===== config.mk =====
export PLATFORM = sky130hd
export DESIGN_NAME = fft16_input_sequencer
export DESIGN_NICKNAME = d
export VERILOG_FILES = /design/src/rtl/fft16_input_sequencer.sv
export SDC_FILE = /design/constraint.sdc
export NUM_CORES = 1
export LEC_CHECK = 0
export CAP_MARGIN = 20
export CORE_ASPECT_RATIO = 1.2
export CORE_MARGIN = 2
export CORE_UTILIZATION = 60
export DETAILED_ROUTE_END_ITERATION = 12
export PLACE_DENSITY = 0.79
export REMOVE_ABC_BUFFERS = 1
export SLEW_MARGIN = 5
export SYNTH_ARGS = -nofsm -noshare
export SYNTH_HDL_FRONTEND = slang
export SYNTH_SLANG_ARGS = --single-unit
export TNS_END_PERCENT = 5

===== constraint.sdc =====
create_clock -name clk -period 2.7 [get_ports clk]
set_input_delay 0.675 -clock clk [delete_from_list [all_inputs] [get_ports clk]]
set_output_delay 0.675 -clock clk [all_outputs]
set_load 0.005 [all_outputs]

===== src/rtl/fft16_input_sequencer.sv =====
// Front-end of the 16-point FFT: captures one natural-order frame of samples and
// replays it in 4-bit bit-reversed order, tagging each word with its demux lane.
module fft16_input_sequencer #(
   parameter int WORD_SIZE = 16
) (
   input  logic                 clk,
   input  logic                 rst_n,
   input  logic [WORD_SIZE-1:0] in_data,
   input  logic                 in_valid,
   output logic                 in_ready,
   output logic [WORD_SIZE-1:0] out_data,
   output logic [1:0]           out_sel,
   output logic                 out_valid,
   input  logic                 out_ready,
   output logic                 group_done,
   output logic                 frame_done
);
   typedef enum logic {LOAD = 1'b0, DRAIN = 1'b1} state_t;

   state_t               state_reg;
   logic [WORD_SIZE-1:0] sample_buf [16];
   logic [3:0]           wr_cnt_reg;
   logic [3:0]           rd_cnt_reg;
   logic [3:0]           rd_cnt_next;
   logic [3:0]           rd_addr_next;
   logic                 in_ready_reg;
   logic                 out_valid_reg;
   logic [1:0]           out_sel_reg;
   logic [WORD_SIZE-1:0] out_data_reg;
   logic                 group_done_reg;
   logic                 frame_done_reg;
   logic                 wr_en;

   assign rd_cnt_next = rd_cnt_reg + 4'd1;

   // Buffer address of the word that follows the current one: bit-reversed count.
   genvar gi;
   generate
      for (gi = 0; gi < 4; gi++) begin : g_bitrev
         assign rd_addr_next[gi] = rd_cnt_next[3 - gi];
      end
   endgenerate

   assign wr_en = (state_reg == LOAD) && in_ready_reg && in_valid;

   always_ff @(posedge clk) begin
      if (wr_en) begin
         sample_buf[wr_cnt_reg] <= in_data;
      end
   end

   // Output word is prefetched one accept ahead so out_data never depends on out_ready.
   always_ff @(posedge clk) begin
      if (!rst_n) begin
         state_reg      <= LOAD;
         wr_cnt_reg     <= 4'd0;
         rd_cnt_reg     <= 4'd0;
         in_ready_reg   <= 1'b0;
         out_valid_reg  <= 1'b0;
         out_sel_reg    <= 2'd0;
         out_data_reg   <= '0;
         group_done_reg <= 1'b0;
         frame_done_reg <= 1'b0;
      end else begin
         group_done_reg <= 1'b0;
         frame_done_reg <= 1'b0;
         case (state_reg)
            LOAD: begin
               in_ready_reg <= 1'b1;
               if (wr_en) begin
                  wr_cnt_reg <= wr_cnt_reg + 4'd1;
                  if (wr_cnt_reg == 4'd15) begin
                     state_reg     <= DRAIN;
                     in_ready_reg  <= 1'b0;
                     out_valid_reg <= 1'b1;
                     out_sel_reg   <= 2'd0;
                     out_data_reg  <= sample_buf[4'd0];
                  end
               end
            end
            DRAIN: begin
               if (out_ready) begin
                  rd_cnt_reg   <= rd_cnt_next;
                  out_sel_reg  <= rd_cnt_next[1:0];
                  out_data_reg <= sample_buf[rd_addr_next];
                  if (rd_cnt_reg[1:0] == 2'd3) begin
                     group_done_reg <= 1'b1;
                  end
                  if (rd_cnt_reg == 4'd15) begin
                     frame_done_reg <= 1'b1;
                     state_reg      <= LOAD;
                     in_ready_reg   <= 1'b1;
                     out_valid_reg  <= 1'b0;
                     out_sel_reg    <= 2'd0;
                     out_data_reg   <= '0;
                  end
               end
            end
            default: state_reg <= LOAD;
         endcase
      end
   end

   assign in_ready   = in_ready_reg;
   assign out_valid  = out_valid_reg;
   assign out_sel    = out_sel_reg;
   assign out_data   = out_data_reg;
   assign group_done = group_done_reg;
   assign frame_done = frame_done_reg;
endmodule


Word-level counts from Yosys, hierarchy flattened
Memory sizes are Yosys's and may differ from the RTL's.
Cells that the tools add are included.
- output and inout port bits: 22
- input bits: 20
- logic and storage cells: 57
- bits in registers: 31
- RAM bits: 256
- memories: 1
- memory list (memory ; depth ; bits a word ; rd ports ; clocked after Yosys merged registers in ; write ports ; line ; text):
    sample_buf ; 16 ; 16 ; 2 ; 0 ; 1 ; 21 ; logic [WORD_SIZE-1:0] sample_buf [16];
- add/subtract/negate cells: 2
- bitwise gates (word level): 1
- eq/ne operators: 7
- reductions and logical operators: 8
- multiplexer cells: 29
- operators with widths (operator ; number):
    $mux W16 ; 4
    $pmux W16 S2 ; 1
    $mux W1 ; 16
    $add A4 B1 Y4 const B ; 2
    $eq A4 B4 Y1 const B ; 2
    $mux W2 ; 4
    $pmux W1 S2 ; 3
    $reduce_and A2 Y1 ; 3
    $reduce_and A3 Y1 ; 2
    $ne A2 B1 Y1 const B ; 2
    $ne A2 B2 Y1 const B ; 2
    $pmux W2 S2 ; 1
    $reduce_and A4 Y1 ; 1
    $eq A2 B2 Y1 const B ; 1
    $logic_and A1 B1 Y1 ; 2
    $not A1 Y1 ; 1

Longest topological paths before layout
Gate-level depths: netlist of run 1.
- depth in word-level cells: 5
- depth in mapped cells: 9
- depth with buffers taken out: 8

Worst setup path after synthesis of run 1
Ideal clock, no wire load.
- path kind: register to register
- start: register rd_cnt_reg[1]
- end: register out_data_reg[0] (netlist: out_data[0])
- setup slack: 0.625 ns
- buffers on the path: 1
- clock period less this slack: 2.075 ns
- required time: 2.584 ns
- cell stages (with the launch flop): 9
- library setup time: 0.116 ns
- arrival: 1.959 ns
- cells stage by stage: dfxtp_1 -> ha_1 -> nand2b_4 -> nand2_4 -> buf_6 -> mux4_2 -> o22ai_1 -> nor2_1 -> a31o_1
- word-level cells in the longest chain between the ends: 5
- elaborated cells on any way between the ends: 6
- classes of those cells: 1 x add/sub; 1 x eq/ne; 3 x mux; 1 x memory
- RTL lines (item ; line ; text):
    start: declaration ; 23 ; logic [3:0] rd_cnt_reg;
    start signal: assignment ; 83 ; rd_cnt_reg <= rd_cnt_next;
    $add A4 B1 Y4 ; 34 ; assign rd_cnt_next = rd_cnt_reg + 4'd1;
    $mem_v2 Z16 W16 ; n/a ;
    $mux W16 * ; 89 ; if (rd_cnt_reg == 4'd15) begin
    $mux W16 * ; 82 ; if (out_ready) begin
    $pmux W16 S2 * ; 67 ; case (state_reg)
    end signal: assignment ; 77 ; out_data_reg <= sample_buf[4'd0];
    end signal: assignment ; 85 ; out_data_reg <= sample_buf[rd_addr_next];
    end: declaration ; 29 ; logic [WORD_SIZE-1:0] out_data_reg;
Mark *: on every way between the ends. The rest lies on a longest branch, timed or not. The select of a mux whose other input is x is not followed.
A chain may end at the register's enable or synchronous reset.

Final worst setup path of run 1
- start: register rd_cnt_reg[1]
- end: register out_data_reg[11] (netlist: out_data[11])
The elaborated chain is that of the path after synthesis.

==> results of run 1 <==
-- worst reg2reg max path: cells and delay by family, from the launching register on --
kind,cells,cell delay [ps]
AOI/OAI and AO/OA,2,420
adders and majority gates,1,290
buffers and inverters,1,310
DFF,1,350
muxes,1,580
and+or+nand+nor,3,530
-- placed cells by master, fill, tap and decap left out, types with 5 or more instances in the layout --
cell             instances
edfxtp_1               256
nand2_1                 69
clkdlybuf4s50_1         41
a21oi_1                 34
o21ai_0                 31
dfxtp_1                 31
buf_4                   30
clkbuf_16               27
mux4_2                  26
mux2i_1                 24
nor2_1                  21
and2_1                  20
o22ai_1                 16
a222oi_1                14
a221oi_1                14
a31o_1                  14
buf_12                  14
clkinv_1                 7
clkbuf_1                 7
a21boi_0                 6
inv_1                    5
and3_1                   5
mux4_1                   5
xnor2_1                  5
ha_1                     5
bufinv_16                5
-- area by class of cell --
class	count	area, um^2	area share (%)
tap	224	280	2.13
multi-input combinational	346	2720	20.7
timing repair buffer	85	916	6.96
inverter	6	22.5	0.171
clock inverter	16	201	1.53
clock buffer	34	702	5.34
sequential	287	8310	63.2
-- layer usage --
layer	wire length (um)	vias to the layer above	track usage, %
met2	13500	398	46.0
li1	-	2843	-
met1	9630	3352	36.7
met3	2290	58	3.58
met4	717	0	8.64
met5	0	-	0
-- power by group through the flow --
stage	combinational (mW)	clock, mW	sequential (mW)
2_1_floorplan	0.0376	0	4.96
3_3_place_gp	0.149	0	4.96
3_5_place_dp	0.158	0	4.96
4_1_cts	0.158	3.87	4.87
5_1_grt	0.170	4.04	4.87
6_report	0.160	3.83	4.87
-- worst paths after layout --
| check | start | end | slack (ps) | cells after the start |
|---|---|---|---|---|
| hold reg to reg | out_sel[1] | out_sel[1] | 480 | 2 |
| setup reg to reg | rd_cnt_reg[1] | out_data[11] | 140 | 8 |
| setup / recovery | rd_cnt_reg[1] | out_data[11] | 140 | 8 |
| hold / removal | out_sel[1] | out_sel[1] | 480 | 2 |
-- cell families after synthesis --
| family | count (synthesis) |
|---|---|
| AOI/OAI and AO/OA | 140 |
| adders and majority gates | 5 |
| DFF | 287 |
| and+or+nand+nor | 139 |
| buffers and inverters | 42 |
| muxes | 56 |
| xor gates and xnor gates | 6 |
==> run_results.csv, run 1 <==
group,metric,value,unit
flow_run,drv_cap,0,
sta,finalSetupTns,0,ps
layout,n_fill_cell,1061,
layout,design_area,13200,um^2
cts,cts_buffers,27,
cts,root_buffer,"clkbuf_16",
pwr,p_leak,4.43,nW
floorplanning,dieWidth,129,um
drt,vias,6651,
placement,dp_cells,948,
yosys,synth_commonest_cells,"edfxtp_1, nand2_1, a21oi_1",
yosys,synth.largest_area_cell,"edfxtp_1",
pwr,comb_power_share,1.8,%
placement,portBuffers,41,
floorplanning,fp.coreArea,18200,um^2
pwr,p_seq_share,54.9,%
floorplanning,row_count,54,
sta,relSlewSlack,38.3,%
placement,dp_hpwl,16200,um
pwr,clockPowerShare,43.3,%
sta,fmax,390,MHz
pwr,p_per_area,674,nW/um^2
drt,first_pass_iters,7,
yosys,synth_top_area_share,68.5,%
outcome,status,"complete, no violations",
pwr,p_switching,1.64,mW
drt,via_per_inst,6.66,
floorplanning,die_area,19800,um^2
setup_path,start_kind,"flop",
setup_path,worstSetupEndpointType,"flop",
setup_path,setup.worst_path.class,"reg -> reg",
cts,cts.sinks,287,
layout,syn2layout_area_growth,17.1,%
yosys,synth_edf_count,256,
pwr,internal_power,7.23,mW
yosys,syn_avg_cell_area,16.6,um^2
sta,finalSetupViolations,0,
yosys,syn-cell-area,11200,um^2
setup_path,crit_family,"multiplexers",
layout,final_util,72.1,%
global_routing,grt_pass1_vias,6758,
yosys,synthCells,675,
floorplanning,start_util,61.5,%
global_routing,overflow,0,
cts,clock_path_buffers,3,
yosys,synth-xor-area-share,0.635,%
setup_path,crit_path_max_incr_delay,580,ps
global_routing,grt_first_pass_wirelength,39700,um
drt,wl_per_cell,26.2,um
yosys,synth_top_family_by_area,"multiplexers",
worst_hold_path,hp-class,"reg -> reg",
sta,report.final.slew_viol_count,0,
setup_path,path_buf_inv,1,
setup_path,worstPathRequired,3130,ps
global_routing,antenna_found_initial,0,
pwr,sw_frac_of_total,18.5,%
setup_path,slowest_stage,"mux4_2",
yosys,async_flop_share,0,%
layout,n_antenna_cell,0,
pwr,power.total,8.86,mW
setup_path,path_cells,"ha_1, nand2b_4, nand2_4, buf_4, mux4_2, o22ai_1, nor2_1, a31o_1",
layout,instances_no_fill,998,
sta,setup_slack,137,ps
drt,route.detailed.drc,0,
yosys,yosysWarningCount,0,
sta,timing.final.hold_violations,0,
pwr,max-vdd-ir-drop,0.000512,V
cts,insertion_delay,530,ps
yosys,synth_top_flop_cell,"edfxtp_1",
yosys,yosys_register_bits,287,
global_routing,grt_start_max_net_pins,43,
yosys,synth_fa_ha_area_share,0.557,%
global_routing,grt_use_total,27.1,%
floorplanning,top_level_ports,42,
yosys,muxShareOfSynthArea,8.61,%
yosys,synth_area_leaders,"edfxtp_1, dfxtp_1, mux4_2",
sta,skew,18.4,ps
layout,largest_reg_flops,256,
sta,finalCriticalPeriod,2560,ps
drt,routed_wl,26100,um
drt,ant_nets,0,
setup_path,cp.arrival,2990,ps
layout,drive_above_1_share,15.2,%
cts,cts_resized,0,
yosys,yosysMostFrequentCell,"edfxtp_1",
cts,path_clk_slew,60,ps
layout,nets,778,
sta,worst_slew_pin_slew,908,ps
yosys,synth_compound_area_share,8.45,%
placement,routabilityCongestion,0.887,
placement,placed_cell_area,12200,um^2
cts,holdBufCountCts,0,
placement,dp_slack,14.7,ps
yosys,yosys.area_share.simple,5.88,%
sta,finalCritPeriodShare,94.9,%
drt,drt_iter0_markers,943,
yosys,synth_cell_types,50,
cts,htree_levels,1,
setup_path,crit_fanout,11,
sta,holdWs,483,ps
cts,cts_tree,"built",
floorplanning,die_h,154,um
cts,post_cts_buffers,0,
sta,rsz0062_at_grt,"no",
yosys,synth_seq_area_share,74.0,%
(Power assumes the default switching activity.)
==> inputs of run 2 (changes only) <==
Settings changed: GPL_TIMING_DRIVEN from default to 0.
==> run 2 against run 1 <==
Net effect:
- setup slack lost 26 ps
- cell area decreased by 1.9%
- die area stayed put
- clock-buffer cell count decreased by 2
- global-route usage down 1.8 points
- sequential cell count unchanged
- wire length decreased by 3.3%
- via count decreased by 2.6%
- core utilization shrank 1.4 points
- critical path depth increased by 1
- worst hold slack improved by 2.3 ps
- total power up 1.0%
- critical endpoint is now out_sel[0]
- highest routed layer unchanged
==> run_results.csv, run 2 (synthesis results as in run 1) <==
group,metric,value,unit
setup_path,start_kind,"input pin",
global_routing,gr-max-usage-layer,"met2",
setup_path,cp.arrival,3010,ps
sta,worst_slew_pin_slew,1170,ps
outcome,status,"complete, no violations",
sta,fmax,386,MHz
drt,first_pass_iters,5,
sta,setup_slack,111,ps
cts,cts_tree,"built",
cts,cts_buffers,27,
cts,cts.sinks,287,
setup_path,path_cells,"clkdlybuf4s50_1, nand3b_1, or2_4, clkinv_2, buf_16, nor2_1, nor3_1, a21oi_1, nor2b_1",
sta,relSlewSlack,21.9,%
global_routing,grt_first_pass_wirelength,36900,um
layout,final_cell_mix,"edfxtp_1, nand2_1, clkdlybuf4s50_1",
layout,final_util,70.7,%
cts,path_clk_slew,70,ps
floorplanning,fp.coreArea,18200,um^2
sta,timing.final.hold_violations,0,
floorplanning,die_h,154,um
placement,dp_hpwl,13700,um
drt,ant_nets,0,
floorplanning,top_level_ports,42,
cts,clock_path_buffers,3,
floorplanning,start_util,61.5,%
setup_path,crit_family,"buffers and inverters",
worst_hold_path,hp-class,"reg -> reg",
layout,final_common_cell,"edfxtp_1",
sta,skew,21.4,ps
pwr,max-vdd-ir-drop,0.000455,V
global_routing,overflow,0,
cts,root_buffer,"clkbuf_16",
global_routing,use_met3,2.89,%
drt,routed_wl,25300,um
layout,nets,744,
layout,drive_above_1_share,13.4,%
sta,finalCriticalPeriod,2590,ps
drt,wl_per_cell,26.2,um
drt,vias,6475,
setup_path,worstSetupEndpointType,"flop",
pwr,p_per_area,694,nW/um^2
placement,routabilityCongestion,0.760,
cts,htree_levels,1,
drt,drt_iter0_markers,766,
drt,via_per_inst,6.72,
floorplanning,row_count,54,
floorplanning,dieWidth,129,um
global_routing,use_met1,31.5,%
setup_path,slowest_stage,"clkdlybuf4s50_1",
setup_path,crit_path_max_incr_delay,440,ps
global_routing,groute.layer.met2.usage,44.2,%
drt,route.detailed.drc,0,
sta,rsz0062_at_grt,"no",
flow_run,drv_cap,0,
sta,finalSetupViolations,0,
global_routing,grt_pass1_vias,6527,
setup_path,path_buf_inv,3,
setup_path,crit_fanout,21,
pwr,power.total,8.95,mW
global_routing,grt_start_max_net_pins,54,
floorplanning,die_area,19800,um^2
sta,holdWs,485,ps
setup_path,setup.worst_path.class,"in -> reg",
sta,finalCritPeriodShare,95.9,%
layout,largest_reg_flops,256,
cts,insertion_delay,550,ps
placement,dp_slack,-1040,ps
setup_path,worstPathRequired,3120,ps
placement,portBuffers,41,
global_routing,grt_use_total,25.3,%
global_routing,antenna_found_initial,0,
layout,syn2layout_area_growth,14.9,%
sta,report.final.slew_viol_count,0,
pwr,p_leak,4.26,nW
layout,n_fill_cell,1082,
layout,n_antenna_cell,0,
[run 2: repair_timing]
item / CTS / global route
hold buffers: 0 / 0
gates resized for setup: 7 / 1
pin swaps: 1 / 2
gates cloned: 0 / 1
setup endpoints to repair: 25 / 6
buffers inserted: 0 / 2
[run 2: tightest hold or removal path, stage by stage, from the launching register on]
cell and delay [ps]:
dfxtp_1 310, nand2_1 50, a21boi_0 70
[run 2: per-stage QoR]
step	cells	area, um^2	setup TNS [ps]
after global placement	904	11700	-96850
final	963	12900	0
after CTS	959	12800	0
after floorplan	639	11000	-12.6
after detailed placement	910	11900	-101190
after global routing	963	12900	0
[run 2: power breakdown]
group          switching (mW)  internal (mW)
sequential             0.0109           4.85
combinational          0.0878         0.0457
clock                    1.62           2.33
total                    1.72           7.23
[run 2: area by class of cell]
| class | instances | area, um^2 | area share [%] |
|---|---|---|---|
| Clock inverter | 17 | 206 | 1.60 |
| Inverter | 6 | 23.8 | 0.184 |
| Multi-Input combinational cell | 347 | 2770 | 21.5 |
| Clock buffer | 32 | 734 | 5.69 |
| Timing Repair Buffer | 50 | 573 | 4.44 |
| Sequential cell | 287 | 8310 | 64.4 |
| Tap cell | 224 | 280 | 2.17 |
[run 2: layer usage]
layer | vias up | routed length, um
li1 | 2768 | -
met3 | 82 | 1900
met1 | 3209 | 9090
met2 | 416 | 13200
met4 | 0 | 1050
met5 | - | 0
[run 2: worst paths after layout]
kind / depth (start not counted) / startpoint / to / slack [ps]
min: 2 / out_sel[1] / out_sel[1] / 490
max: 9 / in_valid / out_sel[0] / 110
min reg2reg: 2 / out_sel[1] / out_sel[1] / 490
max reg2reg: 7 / rd_cnt_reg[0] / out_data[6] / 150
==> inputs of run 3 (changes only) <==
Settings changed: TNS_END_PERCENT 5 to 50.
==> run 3 against run 2 <==
Net effect:
- global-route usage rose by 0.43 points
- wire length increased by 1.6%
- register-to-register slack got worse by 40 ps
- worst hold slack barely moved
- critical endpoint unchanged
- clock power about the same
- sequential power barely moved
==> run_results.csv, run 3 (synthesis results as in run 1) <==
group,metric,value,unit
cts,insertion_delay,540,ps
flow_run,drv_cap,0,
layout,final_common_cell,"edfxtp_1",
cts,cts.sinks,287,
cts,cts_buffers,27,
layout,nets,746,
layout,instances_no_fill,965,
drt,ant_nets,0,
drt,via_per_inst,6.74,
layout,drive_above_1_share,13.5,%
floorplanning,die_h,154,um
drt,wl_per_cell,26.6,um
setup_path,crit_path_max_incr_delay,440,ps
setup_path,worstSetupEndpointType,"flop",
sta,timing.final.hold_violations,0,
setup_path,ff2ff_path_depth,7,
global_routing,grt_start_max_net_pins,30,
cts,holdBufCountCts,0,
floorplanning,start_util,61.5,%
cts,path_clk_slew,60,ps
sta,report.final.slew_viol_count,0,
floorplanning,die_area,19800,um^2
worst_hold_path,whs_path_depth,2,
global_routing,grt_use_total,25.7,%
sta,skew,23.4,ps
global_routing,grt_first_pass_wirelength,37500,um
sta,fmax,385,MHz
placement,routabilityCongestion,0.760,
layout,design_area,12900,um^2
layout,n_antenna_cell,0,
layout,largest_reg_flops,256,
floorplanning,fp.coreArea,18200,um^2
outcome,status,"complete, no violations",
setup_path,path_cells,"clkdlybuf4s50_1, nand3b_1, or2_4, clkinv_2, buf_16, nor2_1, nor3_1, a21oi_1, nor2b_1",
setup_path,start_kind,"input pin",
global_routing,antenna_found_initial,0,
placement,placed_cell_area,11900,um^2
placement,dp_slack,-1040,ps
pwr,max-vdd-ir-drop,0.000454,V
setup_path,crit_fanout,21,
cts,htree_levels,1,
cts,cts_tree,"built",
setup_path,slowest_stage,"clkdlybuf4s50_1",
sta,finalCritPeriodShare,96.3,%
worst_hold_path,hp-start,"out_sel[1]",
floorplanning,top_level_ports,42,
pwr,power.total,8.94,mW
global_routing,overflow,0,
sta,setup_slack,100,ps
layout,n_fill_cell,1073,
sta,worst_slew_pin_slew,1180,ps
drt,route.detailed.drc,0,
drt,routed_wl,25700,um
global_routing,grt_pass1_vias,6608,
drt,first_pass_iters,5,
setup_path,reg2reg_from,"rd_cnt_reg[0]",
cts,root_buffer,"clkbuf_16",
placement,portBuffers,41,
placement,dp_hpwl,13700,um
drt,vias,6506,
layout,syn2layout_area_growth,15.3,%
floorplanning,row_count,54,
pwr,p_leak,4.27,nW
layout,final_cell_mix,"edfxtp_1, nand2_1, clkdlybuf4s50_1",
floorplanning,dieWidth,129,um
pwr,p_per_area,691,nW/um^2
layout,final_util,70.9,%
sta,finalSetupTns,0,ps
cts,clock_path_buffers,3,
setup_path,worstPathRequired,3120,ps
sta,finalSetupViolations,0,
sta,relSlewSlack,21.2,%
drt,drt_iter0_markers,671,
sta,rsz0062_at_grt,"no",
worst_hold_path,hp-class,"reg -> reg",
placement,dp_cells,910,
sta,finalCriticalPeriod,2600,ps
setup_path,cp-startpoint,"in_valid",
sta,holdWs,485,ps
setup_path,setup.worst_path.class,"in -> reg",
setup_path,cp.arrival,3020,ps
## run 3: critical path: cells and delay by family
kind                   cells  cell delay (ps)
buffers and inverters      3             1190
and+or+nand+nor            5             1020
AOI/OAI and AO/OA          1              130
## run 3: final cells by class
type,count,area [um^2],share of cell area [%]
Inverter,6,23.8,0.184
Clock inverter,17,206,1.60
Timing Repair Buffer,51,601,4.64
Clock buffer,32,734,5.68
Multi-Input combinational cell,348,2790,21.5
Sequential cell,287,8310,64.2
Tap cell,224,280,2.17
## run 3: layer usage
| metal | GRT usage (%) | share of wire (%) |
|---|---|---|
| met5 | 0 | 0 |
| met4 | 12.2 | 4.0 |
| met3 | 3.10 | 7.4 |
| met2 | 44.8 | 53 |
| met1 | 32.0 | 36 |
## run 3: where the power goes
| group | leakage (nW) | switching [mW] | internal [mW] |
|---|---|---|---|
| clock network | 0.462 | 1.61 | 2.33 |
| logic | 1.25 | 0.0874 | 0.0457 |
| registers | 2.56 | 0.0108 | 4.85 |
## run 3: final timing paths
check | to | slack [ps]
max | out_sel[0] | 100
min | out_sel[1] | 490
max reg2reg | out_data[14] | 110
min reg2reg | out_sel[1] | 490
## run 3: repair_timing
action,in CTS,in global routing
setup endpoints to repair,25,10
gates cloned,1,1
buffers inserted,2,0
gates resized for setup,6,1
pin swaps,2,0
hold endpoints to repair,0,0
